File: config.mk
export PLATFORM = sky130hd
export DESIGN_NAME = oled_spi_arbiter
export DESIGN_NICKNAME = d
export VERILOG_FILES = /design/src/rtl/oled_spi_arbiter.sv
export SDC_FILE = /design/constraint.sdc
export NUM_CORES = 1
export LEC_CHECK = 0
export ABC_AREA = 1
export CAP_MARGIN = 20
export CORE_UTILIZATION = 41
export CTS_CLUSTER_DIAMETER = 80
export CTS_CLUSTER_SIZE = 20
export DETAILED_ROUTE_END_ITERATION = 10
export PLACE_DENSITY = 0.76
export RECOVER_POWER = 100
export SLEW_MARGIN = 10
export SYNTH_ARGS = -nofsm -noshare
export SYNTH_HDL_FRONTEND = slang
export SYNTH_SLANG_ARGS = --single-unit
File: constraint.sdc
create_clock -name clk -period 1.9 [get_ports clk]
set_clock_uncertainty 0.05 [all_clocks]
set_input_delay 0.38 -clock clk [delete_from_list [all_inputs] [get_ports clk]]
set_output_delay 0.38 -clock clk [all_outputs]
set_load 0.01 [all_outputs]
File: src/rtl/oled_spi_arbiter.sv
// oled_spi_arbiter: round-robin owner of the single PmodOLEDrgb SPI byte transmitter.
// Ports: req/byte_* per requester in, tx_* to the transmitter, grant/burst_active/timeout_* status out.
// Latency: grant one edge after req; byte path req->tx is combinational; watchdog revokes stalled bursts.
module oled_spi_arbiter #(
  parameter int N_REQ   = 3,
  parameter int TIMEOUT = 4096
) (
  input  logic                     clk,
  input  logic                     rst,
  input  logic [N_REQ-1:0]         req,
  input  logic [N_REQ-1:0]         byte_valid,
  input  logic [8*N_REQ-1:0]       byte_data,
  input  logic [N_REQ-1:0]         byte_dc,
  input  logic [N_REQ-1:0]         byte_last,
  output logic [N_REQ-1:0]         byte_ready,
  output logic                     tx_valid,
  output logic [7:0]               tx_data,
  output logic                     tx_dc,
  input  logic                     tx_ready,
  output logic                     burst_active,
  output logic [N_REQ-1:0]         grant,
  output logic                     timeout_err,
  output logic [$clog2(N_REQ)-1:0] timeout_id
);

  localparam int PW = $clog2(N_REQ);
  localparam int WW = $clog2(TIMEOUT);
  localparam logic [WW-1:0] WD_LIMIT = WW'(TIMEOUT - 1);

  typedef enum logic {IDLE, BURST} state_t;

  state_t           state_q, state_d;
  logic [N_REQ-1:0] grant_q, grant_d;
  logic [PW-1:0]    gidx_q, gidx_d;     // index of the owner, kept beside the one-hot grant
  logic [PW-1:0]    ptr_q, ptr_d;       // last owner; search starts just above it
  logic [WW-1:0]    wd_q, wd_d;
  logic             terr_q, terr_d;
  logic [PW-1:0]    tid_q, tid_d;

  logic             win_found;
  logic [PW-1:0]    win_idx;
  logic             handshake;
  logic             last_sel;

  // Rotating search: first requester above the pointer, wrapping.
  always_comb begin
    win_found = 1'b0;
    win_idx   = '0;
    for (int k = 1; k <= N_REQ; k++) begin
      if (!win_found && req[(int'(ptr_q) + k) % N_REQ]) begin
        win_found = 1'b1;
        win_idx   = PW'((int'(ptr_q) + k) % N_REQ);
      end
    end
  end

  assign handshake = tx_valid && tx_ready;
  assign last_sel  = |(byte_last & grant_q);

  // State register
  always_ff @(posedge clk) begin
    if (rst) begin
      state_q <= IDLE;
      grant_q <= '0;
      gidx_q  <= '0;
      ptr_q   <= PW'(N_REQ - 1);
      wd_q    <= '0;
      terr_q  <= 1'b0;
      tid_q   <= '0;
    end else begin
      state_q <= state_d;
      grant_q <= grant_d;
      gidx_q  <= gidx_d;
      ptr_q   <= ptr_d;
      wd_q    <= wd_d;
      terr_q  <= terr_d;
      tid_q   <= tid_d;
    end
  end

  // Next-state logic
  always_comb begin
    state_d = state_q;
    grant_d = grant_q;
    gidx_d  = gidx_q;
    ptr_d   = ptr_q;
    wd_d    = wd_q;
    terr_d  = 1'b0;
    tid_d   = tid_q;
    case (state_q)
      IDLE: begin
        if (win_found) begin
          state_d = BURST;
          grant_d = {{(N_REQ-1){1'b0}}, 1'b1} << win_idx;
          gidx_d  = win_idx;
          wd_d    = '0;
        end
      end
      BURST: begin
        if (handshake) begin
          // A handshake always wins over the watchdog, even on the limit cycle.
          wd_d = '0;
          if (last_sel) begin
            state_d = IDLE;
            grant_d = '0;
            ptr_d   = gidx_q;
          end
        end else if (wd_q == WD_LIMIT) begin
          state_d = IDLE;
          grant_d = '0;
          ptr_d   = gidx_q;
          terr_d  = 1'b1;
          tid_d   = gidx_q;
        end else begin
          // Only reached below the limit, so the counter can never wrap.
          wd_d = wd_q + WW'(1);
        end
      end
      default: state_d = IDLE;
    endcase
  end

  // Outputs: one-hot AND-OR mux, forced quiet while rst is asserted.
  always_comb begin
    tx_valid   = 1'b0;
    tx_data    = 8'h00;
    tx_dc      = 1'b0;
    byte_ready = '0;
    if (state_q == BURST && !rst) begin
      for (int i = 0; i < N_REQ; i++) begin
        tx_valid = tx_valid | (byte_valid[i] & grant_q[i]);
        tx_data  = tx_data  | (byte_data[8*i +: 8] & {8{grant_q[i]}});
        tx_dc    = tx_dc    | (byte_dc[i] & grant_q[i]);
      end
      byte_ready = grant_q & {N_REQ{tx_ready}};
    end
  end

  assign grant        = grant_q;
  assign burst_active = (state_q == BURST);
  assign timeout_err  = terr_q;
  assign timeout_id   = tid_q;

endmodule

## Word-level counts from Yosys, hierarchy flattened

Index checks and enable logic that the tools add are counted.

| operators by class | value |
|---|---|
| shift operators | 1 |
| bitwise logic cells | 19 |
| muxes and demuxes | 37 |
| div/mod/pow operators | 3 |
| eq/ne operators | 6 |
| $add $sub $neg | 4 |
| reduce and logical (&&, ||, !) cells | 15 |
| $lt $le $gt $ge | 3 |

Operator list:

| kind | number |
|---|---|
| $lt A32 B4 Y1 const B | 3 |
| $mod A32 B3 Y32 const B | 3 |
| $mux W12 | 3 |
| $and A8 B8 Y8 | 3 |
| $pmux W12 S2 | 1 |
| $mux W1 | 16 |
| $or A8 B8 Y8 | 2 |
| $mux W3 | 5 |
| $add A12 B1 Y12 const B | 1 |
| $eq A12 B12 Y1 const B | 1 |
| $mux W2 | 6 |
| $reduce_and A3 Y1 | 3 |
| $mux W8 | 1 |
| $add A2 B2 Y3 const B | 2 |
| $and A1 B1 Y1 | 6 |
| $and A3 B3 Y3 | 2 |
| $bmux W1 S2 | 3 |
| $pmux W3 S2 | 1 |
| $reduce_or A3 Y1 | 2 |
| $logic_and A1 B1 Y1 | 4 |
| $or A1 B1 Y1 | 4 |
| $reduce_and A2 Y1 | 2 |
| $add A2 B1 Y3 const B | 1 |
| $logic_not A1 Y1 | 3 |
| 9 further kinds | 10 |

| storage, ports and cells | value |
|---|---|
| logic and storage cells | 95 |
| register bits | 23 |

## Depth between registers and ports, before layout

Gate-level depths: netlist of run 1.

| depth | value |
|---|---|
| depth in word-level cells | 15 |
| mapped depth | 14 |

## Worst setup path before layout of run 1

Ideal clock, no wire load.

| timing path | value |
|---|---|
| path kind | register to register |
| start point | register ptr_q[0] |
| end point | register wd_q[0] |
| library setup time | 115 ps |
| buffers on the path | 2 |
| data arrival time | 1600 ps |
| cell stages (with the launch flop) | 13 |
| path slack | 135 ps |
| required time | 1735 ps |
| clock period less this slack | 1765 ps |
| cells stage by stage | dfxtp_1 inv_1 ha_1 buf_2 inv_1 nand2_1 nand3_1 nand2_1 nand4_2 nand2_4 buf_12 o21ai_0 inv_1 |

| on the way | value |
|---|---|
| cells in the longest elaborated chain, start to end | 14 |
| elaborated cells between the ends (all ways) | 24 |
| those cells by class | add/sub: 3; div: 3; eq/ne: 1; mux: 12; reduce/logical: 5 |

RTL lines:

| what | RTL line | source |
|---|---|---|
| start: declaration | 35 | `logic [PW-1:0] ptr_q, ptr_d;` |
| start signal: assignment | 66 | `ptr_q <= PW'(N_REQ - 1);` |
| start signal: assignment | 74 | `ptr_q <= ptr_d;` |
| $add A2 B1 Y3 | 50 | `if (!win_found && req[(int'(ptr_q) + k) % N_REQ]) begin` |
| $mod A32 B3 Y32 | 50 |  |
| $bmux W1 S2 | 50 |  |
| $mux W1 (not written as such) (2 in series) | 50 |  |
| $mux W1 | 50 |  |
| $logic_not A1 Y1 | 50 |  |
| $logic_and A1 B1 Y1 | 50 |  |
| $mux W1 | 50 |  |
| $logic_not A1 Y1 | 50 |  |
| $logic_and A1 B1 Y1 | 50 |  |
| $mux W1 * | 50 |  |
| $ne A2 B2 Y1 (no line) * | - |  |
| $reduce_and A2 Y1 (no line) * | - |  |
| end signal: assignment | 75 | `wd_q <= wd_d;` |
| end: declaration | 36 | `logic [WW-1:0] wd_q, wd_d;` |

Mark *: on every way between the ends. The rest lies on a longest branch, timed or not. The select of a mux whose other input is x is not followed.
A chain may end at the register's enable or synchronous reset.

## Worst setup path after layout of run 1

| timing path | value |
|---|---|
| start point | input byte_dc[0] |
| end point | output tx_dc |

| on the way | value |
|---|---|
| cells in the longest elaborated chain, start to end | 4 |

RTL lines:

| what | RTL line | source |
|---|---|---|
| start: declaration | 13 | `input logic [N_REQ-1:0] byte_dc,` |
| $and A1 B1 Y1 | 133 | `tx_dc = tx_dc \| (byte_dc[i] & grant_q[i]);` |
| $or A1 B1 Y1 (2 in series) | 133 |  |
| $mux W1 | 129 | `if (state_q == BURST && !rst) begin` |
| end: declaration | 18 | `output logic tx_dc,` |

Every way passes these cells.

==> results of run 1 <==
-- worst paths after layout --
check	from	to	slack (ps)
min	timeout_id[0]	timeout_id[0]	420
min reg2reg	timeout_id[0]	timeout_id[0]	420
max reg2reg	ptr_q[0]	grant[0]	120
max	byte_dc[0]	tx_dc	80
-- cell families (layout without fill, tap and decap cells) --
group                    count (synthesis)  in the layout  synth area share (%)
AND/OR/NAND/NOR                        180            181                  46.9
buffers and inverters                   42            116                  10.7
AO/OA/AOI/OAI                           34             34                  11.7
flip-flops                              23             23                  26.8
adder cells (fa/ha/maj)                  4              4                  2.92
XOR/XNOR                                 2              2                  1.02
-- layout make-up --
cell class	instances	area, sq um	area share, %
clock buffers	3	41.3	1.61
flip-flops and latches	23	469	18.3
repair buffers	80	739	28.8
inverters	32	124	4.82
well taps	50	62.6	2.44
clock inverters	1	7.51	0.292
multi-input cells	221	1120	43.8
-- state kept, by name, summed over array words and instances (netlist names) --
signal,count
wd_q,12
grant,3
gidx_q,2
ptr_q,2
timeout_id,2
burst_active,1
timeout_err,1
-- through the flow --
| stage | area [sq um] | power, mW |
|---|---|---|
| 2_1_floorplan | 1720 | 0.637 |
| 5_1_grt | 2570 | 1.17 |
| 4_1_cts | 2520 | 1.11 |
| 3_3_place_gp | 2460 | 0.797 |
| 3_5_place_dp | 2460 | 0.799 |
| 6_report | 2570 | 1.11 |
-- per-layer routing --
layer	part of all wire [%]	wire length [um]	up-vias	GRT usage (%)
met1	43	2110	938	26.4
met4	0.81	40	0	8.51
met2	48	2340	73	40.7
met3	8.6	425	4	3.77
li1	-	-	1075	-
met5	0	0	-	0
-- where the power goes --
part           switching [mW]  leakage (nW)  internal [mW]
combinational           0.137         0.989          0.153
clock                   0.165        0.0217          0.148
sequential             0.0149         0.188          0.495
total                   0.317          1.20          0.796
-- worst min-delay path: cells and delay by family, from the launching register on --
kind,cells,cell delay (ps)
flip-flops,1,310
AND/OR/NAND/NOR,1,60
AO/OA/AOI/OAI,1,60
-- placed cells by master (no fill, tap or decap), types with 2 or more instances in the layout --
| cell | synthesis | routed |
|---|---|---|
| a21oi_1 | 18 | 17 |
| a21oi_2 | 3 | 4 |
| a31o_2 | 2 | 2 |
| a31oi_1 | 2 | 2 |
| buf_4 | 1 | 21 |
| clkbuf_8 | 0 | 3 |
| clkdlybuf4s50_1 | 0 | 39 |
| dfxtp_1 | 23 | 18 |
| dfxtp_2 | 0 | 4 |
| dlygate4sd2_1 | 0 | 15 |
| dlygate4sd3_1 | 0 | 4 |
| ha_2 | 0 | 2 |
| inv_1 | 30 | 27 |
| inv_2 | 0 | 3 |
| nand2_1 | 109 | 108 |
| nand2_2 | 2 | 3 |
| nand3_1 | 27 | 25 |
| nand3_2 | 1 | 3 |
| nand4_1 | 9 | 9 |
| nand4_4 | 1 | 2 |
| nor2_1 | 20 | 21 |
| nor2_4 | 1 | 2 |
| nor3_1 | 2 | 2 |
| o21ai_0 | 6 | 6 |
| or2_2 | 3 | 3 |
| xor2_1 | 2 | 2 |
-- timing repair --
item,4_1_cts,5_1_grt
resized for setup,22,12
setup endpoints to repair,15,18
hold endpoints to repair,0,0
setup buffers,1,1
pin swaps,1,0
gates cloned,1,0
==> impl_metrics.ini, run 1 <==
[die]
die_w_um = 66.7
row_count = 23
fp.dieArea_sq_um = 4450
dieHeight_um = 66.7
fp.coreArea_sq_um = 4000
start_util_pct = 42.9
num_io_pins = 59

[placed_design]
io_buffers = 58
dp.cells = 403
gp_congestion = 0.907
place_hpwl_mm = 3.65
dp_slack_ps = -392

[clock_network]
clock_latency_ps = 260
cts_tree = yes
cts_buffer_depth = 2
clk_pin_slew_worst_paths_ps = 90
htree_levels = 1
cts_buffers = 3
clock-root-buffer = clkbuf_8
cts_hold_repair.buffers = 0
clkSinkCount = 23

[final_layout]
nets = 404
final_cells = 410
syn2layout_area_growth_pct = 49.6
drive_gt1_share_pct = 16.4
fillers = 344
post-route-util_pct = 64.2
antenna_cells = 0

[timing]
worstMarginPinSlew_ps = 299
hold-worst-slack_ps = 419
slew_headroom_pct = 79.9
hold_violations = 0
post-route-min-period_ps = 1820
fin_crit_sh_pct = 95.5
fmax_ghz = 0.551
report.final.slew_viol_count = 0
setup_violations = 0
tns_ps = 0
setup_ws_ps = 84.6

[synthesis]
async_flop_share_pct = 0
syn_nets = 328
synth.area.top_cells = dfxtp_1, nand2_1, nand3_1
synth_edf_count = 0
yosys.cell_types.count = 33
yosysMostFrequentCell = nand2_1
netlist_instances = 285
yosys.area.top_type = dfxtp_1
synth_top_area_share_pct = 26.8
yosysSeqAreaShare_pct = 26.8
avgSynthCellArea_sq_um = 6.02
ys_ff_latch = 23
netlist_top_cells_count = nand2_1, inv_1, nand3_1
yosys_warnings = 0
ys.flop_type = dfxtp_1
synth_area_sq_um = 1720

[setup_path]
critPathKind = input port to output port
crit_chain = clkdlybuf4s50_1 > nand2_1 > nand3_1 > nand2_1 > inv_1 > dlygate4sd2_1
critPathBufInv = 3
cp_common_cell = nand2_1
start_kind = input port
end_kind = output port
cp_top_family = buffers and inverters
crit_fanout = 1
slowest_stage = clkdlybuf4s50_1
arrival_ps = 1390
worstSetupPathDepth = 6
max_stage_delay_ps = 460
critPathRequiredTime_ps = 1470
r2r_cells = 10

[global_routing]
grt_pass1_vias = 1846
grt_max_degree = 24
grt_antenna_before_repair = 0
grt_first_pass_wirelength_mm = 7.87
gr-total-overflow = 0
track_usage_pct = 22.6

[drt]
antenna_left = 0
drcViolationCount = 0
drt-initial-drc-count = 52
wire_per_inst_um = 12.0
num_vias = 2090
wirelength_mm = 4.92
post_drt_via_cell_ratio = 5.10
firstDrtPassIters = 4

[pwr]
ir_drop_uv = 398
powerDensity_nw_per_um2 = 434
p_leak_nw = 1.20

[min_path]
hold_depth = 2
hold_class = register to register

[outcome]
outcome = completed

[run]
max_cap_viol_count = 0
Power figures use the tool's default switching activity.
==> inputs of run 2 (changes only) <==
Settings changed: ABC_AREA 1 to unset, CORE_MARGIN set to 4, CORE_UTILIZATION 41 to 39, PLACE_DENSITY 0.76 to 0.75.
==> run 2 against run 1 <==
Compared with the run above: the flow now finishes with violations (negative setup slack); first-iteration DRC count up 60%; fmax is 16% lower; cell area increased by 10%; non-clock buffer count rose by 30.
==> impl_metrics.ini, run 2 <==
[setup_path]
r2r_cells = 9
crit-reg2reg-capture = wd_q[3]
start_kind = register
reg2reg_from = ptr_q[0]
end_kind = register
critPathRequiredTime_ps = 2060
crit_fanout = 6
r2r_slack_ps = -270
crit_end = wd_q[3]
arrival_ps = 2330
cp-startpoint = ptr_q[0]
critPathKind = register to register

[synthesis]
yosys.area.top_type = dfxtp_1
synth_top_area_share_pct = 30.2
synthXorXnorAreaFrac_pct = 0
ys_ff_latch = 23
netlist_top_cells_count = dfxtp_1, nor2_1, a21oi_1
synth_fa_ha_area_share_pct = 3.29
muxShareOfSynthArea_pct = 1.31
yosys.area_share.simple_pct = 29.7
ys.flop_type = dfxtp_1
synth_top_family_by_area = simple AND/OR/NAND/NOR gates
syn_nets = 223
synth_edf_count = 0
yosys_warnings = 0
synth_area_sq_um = 1520
synth_compound_area_share_pct = 29.3
yosys.cell_types.count = 49
yosysSeqAreaShare_pct = 30.2
avgSynthCellArea_sq_um = 8.46
yosysMostFrequentCell = dfxtp_1
netlist_instances = 180
synth.area.top_cells = dfxtp_1, a222oi_1, a21oi_1
async_flop_share_pct = 0

[placed_design]
place_area_sq_um = 2440
io_buffers = 58
dp.cells = 314
place_hpwl_mm = 3.60
gp_congestion = 0.849

[timing]
worstMarginPinSlew_ps = 337
rsz0062_at_grt = yes
setup_violations = 18
fin_crit_sh_pct = 114
hold_violations = 0
report.final.slew_viol_count = 0
post-route-min-period_ps = 2170
fmax_ghz = 0.461
slew_headroom_pct = 77.4
setup_ws_ps = -271

[global_routing]
track_usage_pct = 20.1
use_met2_pct = 33.9
grt_pass1_vias = 1873
met3_usage_pct = 5.04
grt_antenna_before_repair = 0
grt_max_degree = 18
gr-total-overflow = 0
busiest_layer = met2
grtUsageMet1_pct = 24.2
grt_first_pass_wirelength_mm = 8.33

[drt]
firstDrtPassIters = 4
drcViolationCount = 0
wirelength_mm = 5.85
post_drt_via_cell_ratio = 5.90
wire_per_inst_um = 17.7
drt-initial-drc-count = 83
antenna_left = 0
num_vias = 1952

[final_layout]
most-common-layout-cells = clkdlybuf4s50_1, buf_4, dfxtp_1
final_cells = 331
nets = 327
final_common_cell = clkdlybuf4s50_1
regMostFlops = wd_q
antenna_cells = 0
design_area_sq_um = 2840
largest_reg_flops = 12
post-route-util_pct = 76.3
drive_gt1_share_pct = 39.6
syn2layout_area_growth_pct = 86.2

[outcome]
violations = negative setup slack
outcome = complete, but fails checks

[clock_network]
clkSinkCount = 23
htree_levels = 1
cts_buffer_depth = 2
clock_latency_ps = 270
clk_pin_slew_worst_paths_ps = 90
cts_tree = yes
clock-root-buffer = clkbuf_8
cts_buffers = 3

[die]
row_count = 22
dieHeight_um = 70.5
fp.dieArea_sq_um = 4970
num_io_pins = 59
start_util_pct = 41.0
fp.coreArea_sq_um = 3720
die_w_um = 70.5

[pwr]
powerDensity_nw_per_um2 = 392
ir_drop_uv = 386
p_leak_nw = 1.13
finalPower_mw = 1.11

[run]
max_cap_viol_count = 0

[min_path]
hold_class = register to register
==> run 2: cell count changes after synthesis, sizes merged, moves of 5 or more <==
cell,delta
inv,-26
a21oi,-5
a222oi,+11
and3,+5
o31ai,+6
nand3,-22
nand4,-9
or4,+6
nand2,-102
nand4b,+5
==> run 2: cells by family (layout without fill, tap and decap cells) <==
logic type / Yosys count / after routing
buffers and inverters: 16 / 119
adder cells (fa/ha/maj): 4 / 4
AND/OR/NAND/NOR: 76 / 76
flip-flops: 23 / 23
AO/OA/AOI/OAI: 59 / 59
multiplexers: 2 / 2
==> run 2: layout make-up <==
type	count	area (sq um)
fillers	264	881
clock inverters	1	5.00
repair buffers	110	1030
clock buffers	3	41.3
multi-input cells	141	1210
well taps	48	60.1
inverters	5	18.8
flip-flops and latches	23	467
==> run 2: metal layers <==
layer	up-vias	wire, um	share of wire (%)
li1	920	-	-
met1	934	2410	41
met2	87	2790	48
met3	11	535	9.1
met4	0	113	1.9
met5	-	0	0
==> run 2: worst min-delay path by stage <==
stage	cells after the start	slack [ps]	end	startpoint
2_1_floorplan	2	390	timeout_id[0]	gidx_q[0]
3_3_place_gp	2	400	timeout_id[1]	timeout_id[1]
3_5_place_dp	2	400	timeout_id[1]	timeout_id[1]
4_1_cts	2	420	timeout_id[1]	timeout_id[1]
5_1_grt	2	430	timeout_id[1]	timeout_id[1]
6_report	2	420	timeout_id[1]	timeout_id[1]
==> run 2: where the power goes <==
part / internal, mW / total (mW) / switching [mW]
sequential: 0.490 / 0.499 / 0.00932
clock: 0.147 / 0.316 / 0.170
combinational: 0.177 / 0.297 / 0.120
total: 0.813 / 1.11 / 0.299
==> run 2: through the flow <==
step                hold WS [ps]  TNS [ps]  worst slack (ps)
finish                       417     -3710              -271
global route                 432     -5670              -388
CTS                          419     -2730              -232
detailed placement           398    -11750              -413
global placement             398    -11130              -367
floorplan                    390      -775              -144
==> run 2: timing repair <==
item / CTS / global route
resized for setup: 58 / 38
cloned: 0 / 3
hold buffers: 0 / 0
buffers inserted: 7 / 5
endpoints found under the setup margin: 31 / 31
pin swaps: 26 / 40
==> run 2: critical path, stage by stage, from the launching register on <==
cell and delay (ps):
dfxtp_2 360, inv_2 60, ha_4 230, and2b_1 260
o21a_1 210, nor4b_4 70, buf_6 140, clkbuf_16 140
or4_4 470, a21oi_2 120
